--- src/rtl/router_sync_pkg.sv ---
`default_nettype none
// ============================================================================
// Module   : router_sync_pkg
// Purpose  : Shared constants for the 1x3 router synchronizer: destination
//            address encodings, one-hot FIFO write enables and the default
//            read timeout.
// Ports    : none (package)
// Revision : 1.0 - initial release
// ============================================================================
package router_sync_pkg;

  localparam logic [1:0] ADDR_P0  = 2'b00;
  localparam logic [1:0] ADDR_P1  = 2'b01;
  localparam logic [1:0] ADDR_P2  = 2'b10;
  localparam logic [1:0] ADDR_INV = 2'b11;

  localparam logic [2:0] WE_NONE = 3'b000;
  localparam logic [2:0] WE_P0   = 3'b001;
  localparam logic [2:0] WE_P1   = 3'b010;
  localparam logic [2:0] WE_P2   = 3'b100;

  localparam int TIMEOUT_DEF = 30;
  localparam int CNT_W_DEF   = 5;

endpackage : router_sync_pkg
`default_nettype wire

--- src/rtl/router_sync_timer.sv ---
`default_nettype none
// ============================================================================
// Module   : router_sync_timer
// Purpose  : Per-port read timeout. Counts consecutive cycles in which the
//            FIFO holds data that nobody reads; after TIMEOUT such cycles it
//            emits a registered one-cycle soft reset and restarts counting.
// Ports    : clock_i        - clock, rising edge
//            resetn_i       - synchronous reset, active high
//            vld_i          - FIFO holds data
//            rd_i           - FIFO is being read this cycle
//            soft_reset_o   - one-cycle timeout pulse
// Revision : 1.0 - initial release
// ============================================================================
module router_sync_timer
  import router_sync_pkg::*;
#(
  parameter int TIMEOUT = TIMEOUT_DEF,
  parameter int CNT_W   = CNT_W_DEF
) (
  input  logic clock_i,
  input  logic resetn_i,
  input  logic vld_i,
  input  logic rd_i,
  output logic soft_reset_o
);

  localparam logic [CNT_W-1:0] C_CNT_LAST = CNT_W'(TIMEOUT - 1);

  logic [CNT_W-1:0] cnt_q;
  logic             soft_reset_q;

  always_ff @(posedge clock_i) begin
    if (resetn_i) begin
      cnt_q        <= '0;
      soft_reset_q <= 1'b0;
    end else if (vld_i && !rd_i) begin
      // Stalled data: pulse on the TIMEOUT-th edge, then count again.
      if (cnt_q == C_CNT_LAST) begin
        cnt_q        <= '0;
        soft_reset_q <= 1'b1;
      end else begin
        cnt_q        <= cnt_q + 1'b1;
        soft_reset_q <= 1'b0;
      end
    end else begin
      cnt_q        <= '0;
      soft_reset_q <= 1'b0;
    end
  end

  assign soft_reset_o = soft_reset_q;

endmodule : router_sync_timer
`default_nettype wire

--- src/rtl/router_sync.sv ---
`default_nettype none
// ============================================================================
// Module   : router_sync
// Purpose  : Glue between the router FSM and its three output FIFOs. Latches
//            the destination address at packet start, steers the write enable
//            and full flag, drives valid-out and soft-resets stalled FIFOs.
// Ports    : clock_i, resetn_i          - clock, sync active-high reset
//            detect_add_i, data_in_i    - header strobe and 2-bit address
//            write_enb_reg_i            - FSM write request
//            read_enb_{0,1,2}_i         - FIFO x read this cycle
//            empty_{0,1,2}_i, full_{0,1,2}_i - FIFO status
//            soft_reset_{0,1,2}_o       - registered timeout pulses
//            fifo_full_o                - full flag of addressed FIFO
//            vld_out_{0,1,2}_o          - FIFO x holds data
//            write_enb_o                - one-hot FIFO write enable
// Revision : 1.0 - initial release
// ============================================================================
module router_sync
  import router_sync_pkg::*;
#(
  parameter int TIMEOUT = TIMEOUT_DEF,
  parameter int CNT_W   = CNT_W_DEF
) (
  input  logic       clock_i,
  input  logic       resetn_i,
  input  logic       detect_add_i,
  input  logic       write_enb_reg_i,
  input  logic       read_enb_0_i,
  input  logic       read_enb_1_i,
  input  logic       read_enb_2_i,
  input  logic       empty_0_i,
  input  logic       empty_1_i,
  input  logic       empty_2_i,
  input  logic       full_0_i,
  input  logic       full_1_i,
  input  logic       full_2_i,
  input  logic [1:0] data_in_i,
  output logic       soft_reset_0_o,
  output logic       soft_reset_1_o,
  output logic       soft_reset_2_o,
  output logic       fifo_full_o,
  output logic       vld_out_0_o,
  output logic       vld_out_1_o,
  output logic       vld_out_2_o,
  output logic [2:0] write_enb_o
);

  logic [1:0] addr_q;
  logic [1:0] addr_d;
  logic [2:0] w_vld;
  logic [2:0] w_rd;
  logic [2:0] w_soft_reset;

  always_comb begin
    addr_d = detect_add_i ? data_in_i : addr_q;
  end

  always_ff @(posedge clock_i) begin
    if (resetn_i) begin
      addr_q <= ADDR_P0;
    end else begin
      addr_q <= addr_d;
    end
  end

  // Decode uses the registered address, so a header arriving together with a
  // write request still steers that write to the previous destination.
  always_comb begin
    write_enb_o = WE_NONE;
    fifo_full_o = 1'b0;
    case (addr_q)
      ADDR_P0: begin write_enb_o = WE_P0; fifo_full_o = full_0_i; end
      ADDR_P1: begin write_enb_o = WE_P1; fifo_full_o = full_1_i; end
      ADDR_P2: begin write_enb_o = WE_P2; fifo_full_o = full_2_i; end
      default: begin write_enb_o = WE_NONE; fifo_full_o = 1'b0; end
    endcase
    if (!write_enb_reg_i) begin
      write_enb_o = WE_NONE;
    end
  end

  assign w_vld = {~empty_2_i, ~empty_1_i, ~empty_0_i};
  assign w_rd  = {read_enb_2_i, read_enb_1_i, read_enb_0_i};

  assign vld_out_0_o = w_vld[0];
  assign vld_out_1_o = w_vld[1];
  assign vld_out_2_o = w_vld[2];

  generate
    for (genvar gi = 0; gi < 3; gi++) begin : g_timer
      router_sync_timer #(
        .TIMEOUT (TIMEOUT),
        .CNT_W   (CNT_W)
      ) u_timer (
        .clock_i      (clock_i),
        .resetn_i     (resetn_i),
        .vld_i        (w_vld[gi]),
        .rd_i         (w_rd[gi]),
        .soft_reset_o (w_soft_reset[gi])
      );
    end
  endgenerate

  assign soft_reset_0_o = w_soft_reset[0];
  assign soft_reset_1_o = w_soft_reset[1];
  assign soft_reset_2_o = w_soft_reset[2];

endmodule : router_sync
`default_nettype wire

--- config.mk ---
export PLATFORM = sky130hd
export DESIGN_NAME = router_sync
export DESIGN_NICKNAME = d
export VERILOG_FILES = /design/src/rtl/router_sync_pkg.sv /design/src/rtl/router_sync_timer.sv /design/src/rtl/router_sync.sv
export SDC_FILE = /design/constraint.sdc
export NUM_CORES = 1
export LEC_CHECK = 0
export CORE_UTILIZATION = 43
export CTS_CLUSTER_DIAMETER = 30
export DETAILED_ROUTE_END_ITERATION = 12
export GPL_TIMING_DRIVEN = 0
export PLACE_DENSITY_LB_ADDON = 0.08
export SLEW_MARGIN = 25
export SYNTH_ARGS = -nofsm -noshare
export SYNTH_HDL_FRONTEND = slang
export SYNTH_SLANG_ARGS = --single-unit
export TNS_END_PERCENT = 30
--- constraint.sdc ---
create_clock -name clock_i -period 1.7 [get_ports clock_i]
set_input_delay 0.51 -clock clock_i [delete_from_list [all_inputs] [get_ports clock_i]]
set_output_delay 0.51 -clock clock_i [all_outputs]
set_load 0.02 [all_outputs]
==> impl_metrics.yaml <==
synthesis:
  synth_xor_area_frac: 0.0972
  ys.flop_type: "dfxtp_1"
  synth_fa_ha_area_frac: 0.0926
  synth_top_family_by_area: "simple AND/OR/NAND/NOR gates"
  synth_nets: 106
  muxShareOfSynthArea: 0.0370
  synth_commonest_cells: "dfxtp_1 (20), nor2_1 (18)"
  synth-seq-cells: 20
  async_reset_ff_frac: 0
  synth_compound_area_frac: 0.00617
  synth.top_cells.by_area: "dfxtp_1 (49%), ha_1 (9.3%), nor2_1 (8.3%), xor2_1 (6.5%), mux2i_1 (3.7%)"
  yosysSeqAreaShare: 0.494
  synth_cell_types: 17
  yosysMostFrequentCell: "dfxtp_1"
  yosys.area_share.simple: 0.245
  yosysTopAreaCell: "dfxtp_1"
  syn-instance-count: 85
  netlist.area_leader.share: 0.494
  syn_area_per_cell_sq_um: 9.54
  yosysWarningCount: 0
  syn_area_sq_um: 811
  synth_edf_count: 0
cells_and_area:
  fin_area_sq_mm: 0.00109
  layout.nets: 135
  final_core_util: 0.626
  syn_to_final_growth_pct: 34.7
  drive_gt1_frac: 0.133
  antenna_cells: 0
status:
  outcome: "finished, final reports clean"
floorplanning:
  core_sq_mm: 0.00175
  initial_utilization: 0.465
  fp.dieW_um: 45.4
  rows: 15
  dieArea_sq_mm: 0.00206
  die_h_um: 45.4
  ios: 25
timing:
  hold_viol: 0
  timing.fmax_mhz: 619
  min_period_over_period: 0.950
  grt_setup_unrepaired: "no"
  fin_crit_ns: 1.62
  skew_ns: 0.00149
  fin_tns_setup_ns: 0
  worst_pin_slew_ns: 0.238
  fin_ws_ns: 0.0849
  drv_slew: 0
  slew_headroom: 0.841
  setup_viol: 0
placement:
  dpl-instance-area_sq_mm: 0.00108
  port_buffers: 24
  dp_hpwl_um: 1070
  place_ws_ns: -0.624
  gp_congestion: 0.800
power_and_ir_drop:
  pwr-share-seq: 0.577
  vdd_ir_drop_max_mv: 0.565
  cell_internal_pwr_mw: 0.651
  comb_power_share: 0.100
  leakage_nw: 0.480
  swShare: 0.222
  clockPowerShare: 0.323
  total_power_mw: 0.836
  pwr_density_cell_mw_per_mm2: 765
  switching_power_mw: 0.185
critical_path:
  cp-start-kind: "input pin"
  required_ns: 1.19
  worstReg2RegStart: "g_timer[0].u_timer.cnt_q[0]"
  cp_max_fo: 1
  reg2reg_depth: 4
  reg2reg_slack_ns: 0.68
  arrival_ns: 1.11
  cp-end-kind: "primary output"
  r2r_end: "g_timer[0].u_timer.cnt_q[4]"
  worst-setup-path-type: "input pin to primary output"
min_path:
  min_path_cells: 1
  worstHoldStart: "g_timer[2].u_timer.cnt_q[0]"
  hold_class: "flip-flop to flip-flop"
  holdPathEnd: "g_timer[2].u_timer.cnt_q[0]"
global_route:
  antenna_found_initial: 0
  grt_pass1_wl_um: 2170
  grt-ovfl-total: 0
  track_usage: 0.153
  grt_pass1_vias: 561
  grt_max_degree: 12
drt:
  drt-pass1-iter-count: 2
  drtIter0Drc: 2
  wl_per_cell_um: 10.0
  vias_per_cell: 4.56
  vias: 629
  wirelength_um: 1380
  post-route-drc-count: 0
  postRouteAntennaNets: 0
job:
  maxCapViolCount: 0
clocking:
  clock-sinks: 20
  clock_path_buffers: 2
  h-tree-depth: 1
  clk_pin_slew_ns: 0.11
  cts_tree: "done"
  post_cts_buffers: 0
  cts_root_buf: "clkbuf_4"
  cts_buffers: 3
  clkLatencyLatePin_ns: 0.29
==> critical path: stages <==
cell and delay, ns:
dlygate4sd2_1 0.23, mux2i_1 0.13, o21ai_1 0.08, buf_4 0.15
==> layout make-up <==
type | count | area (sq um)
fillers | 165 | 653
flip-flops and latches | 20 | 404
multi-input cells | 59 | 393
repair buffers | 24 | 205
clock buffers | 4 | 36.3
well taps | 25 | 31.3
inverters | 6 | 22.5
==> state kept, by name, summed over array words and instances, names as in the netlist <==
register	flops
addr_q	2
g_timer.u_timer.cnt_q	15
g_timer.u_timer.soft_reset_o	3
==> how the worst max path moves through the flow <==
| stage | cells after the start | slack, ns | to | start |
|---|---|---|---|---|
| 5_1_grt | 3 | 0.005 | fifo_full_o | addr_q[0] |
| 3_5_place_dp | 3 | -0.62 | write_enb_o[0] | write_enb_reg_i |
| 4_1_cts | 3 | -0.003 | vld_out_2_o | empty_2_i |
| 6_report | 4 | 0.08 | fifo_full_o | full_1_i |
| 3_3_place_gp | 3 | -0.60 | write_enb_o[0] | write_enb_reg_i |
| 2_1_floorplan | 2 | 0.15 | fifo_full_o | full_1_i |
==> power by group through the flow <==
stage | Sequential [mW] | Combinational (mW) | Clock (mW)
5_1_grt | 0.484 | 0.0914 | 0.303
4_1_cts | 0.483 | 0.0855 | 0.279
3_5_place_dp | 0.493 | 0.0956 | 0
6_report | 0.482 | 0.0835 | 0.270
2_1_floorplan | 0.492 | 0.0357 | 0
3_3_place_gp | 0.493 | 0.0939 | 0
==> metrics by stage <==
step	std cells	hold slack, ns
2_1_floorplan	85	0.433
3_3_place_gp	134	0.448
3_5_place_dp	134	0.456
4_1_cts	138	0.482
5_1_grt	138	0.519
6_report	138	0.477
==> placed cells by master (no fill, tap or decap), drive strengths merged <==
master,count
ha,6
nor2b,3
dfxtp,20
nand3,6
mux2i,3
dlygate4sd2,8
buf,7
xnor2,3
xor2,6
nand3b,1
dlymetal6s2s,2
clkbuf,4
o21ai,1
inv,6
nand4,3
nor3b,1
nor2,18
clkdlybuf4s50,7
and3b,1
nor3,3
nand2,4
==> metal layers <==
| metal | GRT usage | routed length [um] |
|---|---|---|
| met1 | 0.165 | 634 |
| met2 | 0.246 | 651 |
| met3 | 0.0675 | 77 |
| met4 | 0.0909 | 15 |
| met5 | 0 | 0 |
==> logic make-up (layout without fill, tap and decap cells) <==
logic type | count (synthesis) | in the layout
buffers and inverters | 6 | 34
DFF | 20 | 20
AOI/OAI and AO/OA | 1 | 1
adders and majority gates | 6 | 6
xor gates and xnor gates | 9 | 9
and+or+nand+nor | 40 | 40
muxes | 3 | 3
==> repair_timing <==
action	4_1_cts	5_1_grt
gates resized for setup	43	3
endpoints found under the hold margin	0	0
pin swaps	1	0
hold buffers	0	0
setup endpoints to repair	10	3
No activity file was read; power rests on OpenSTA's default activity.
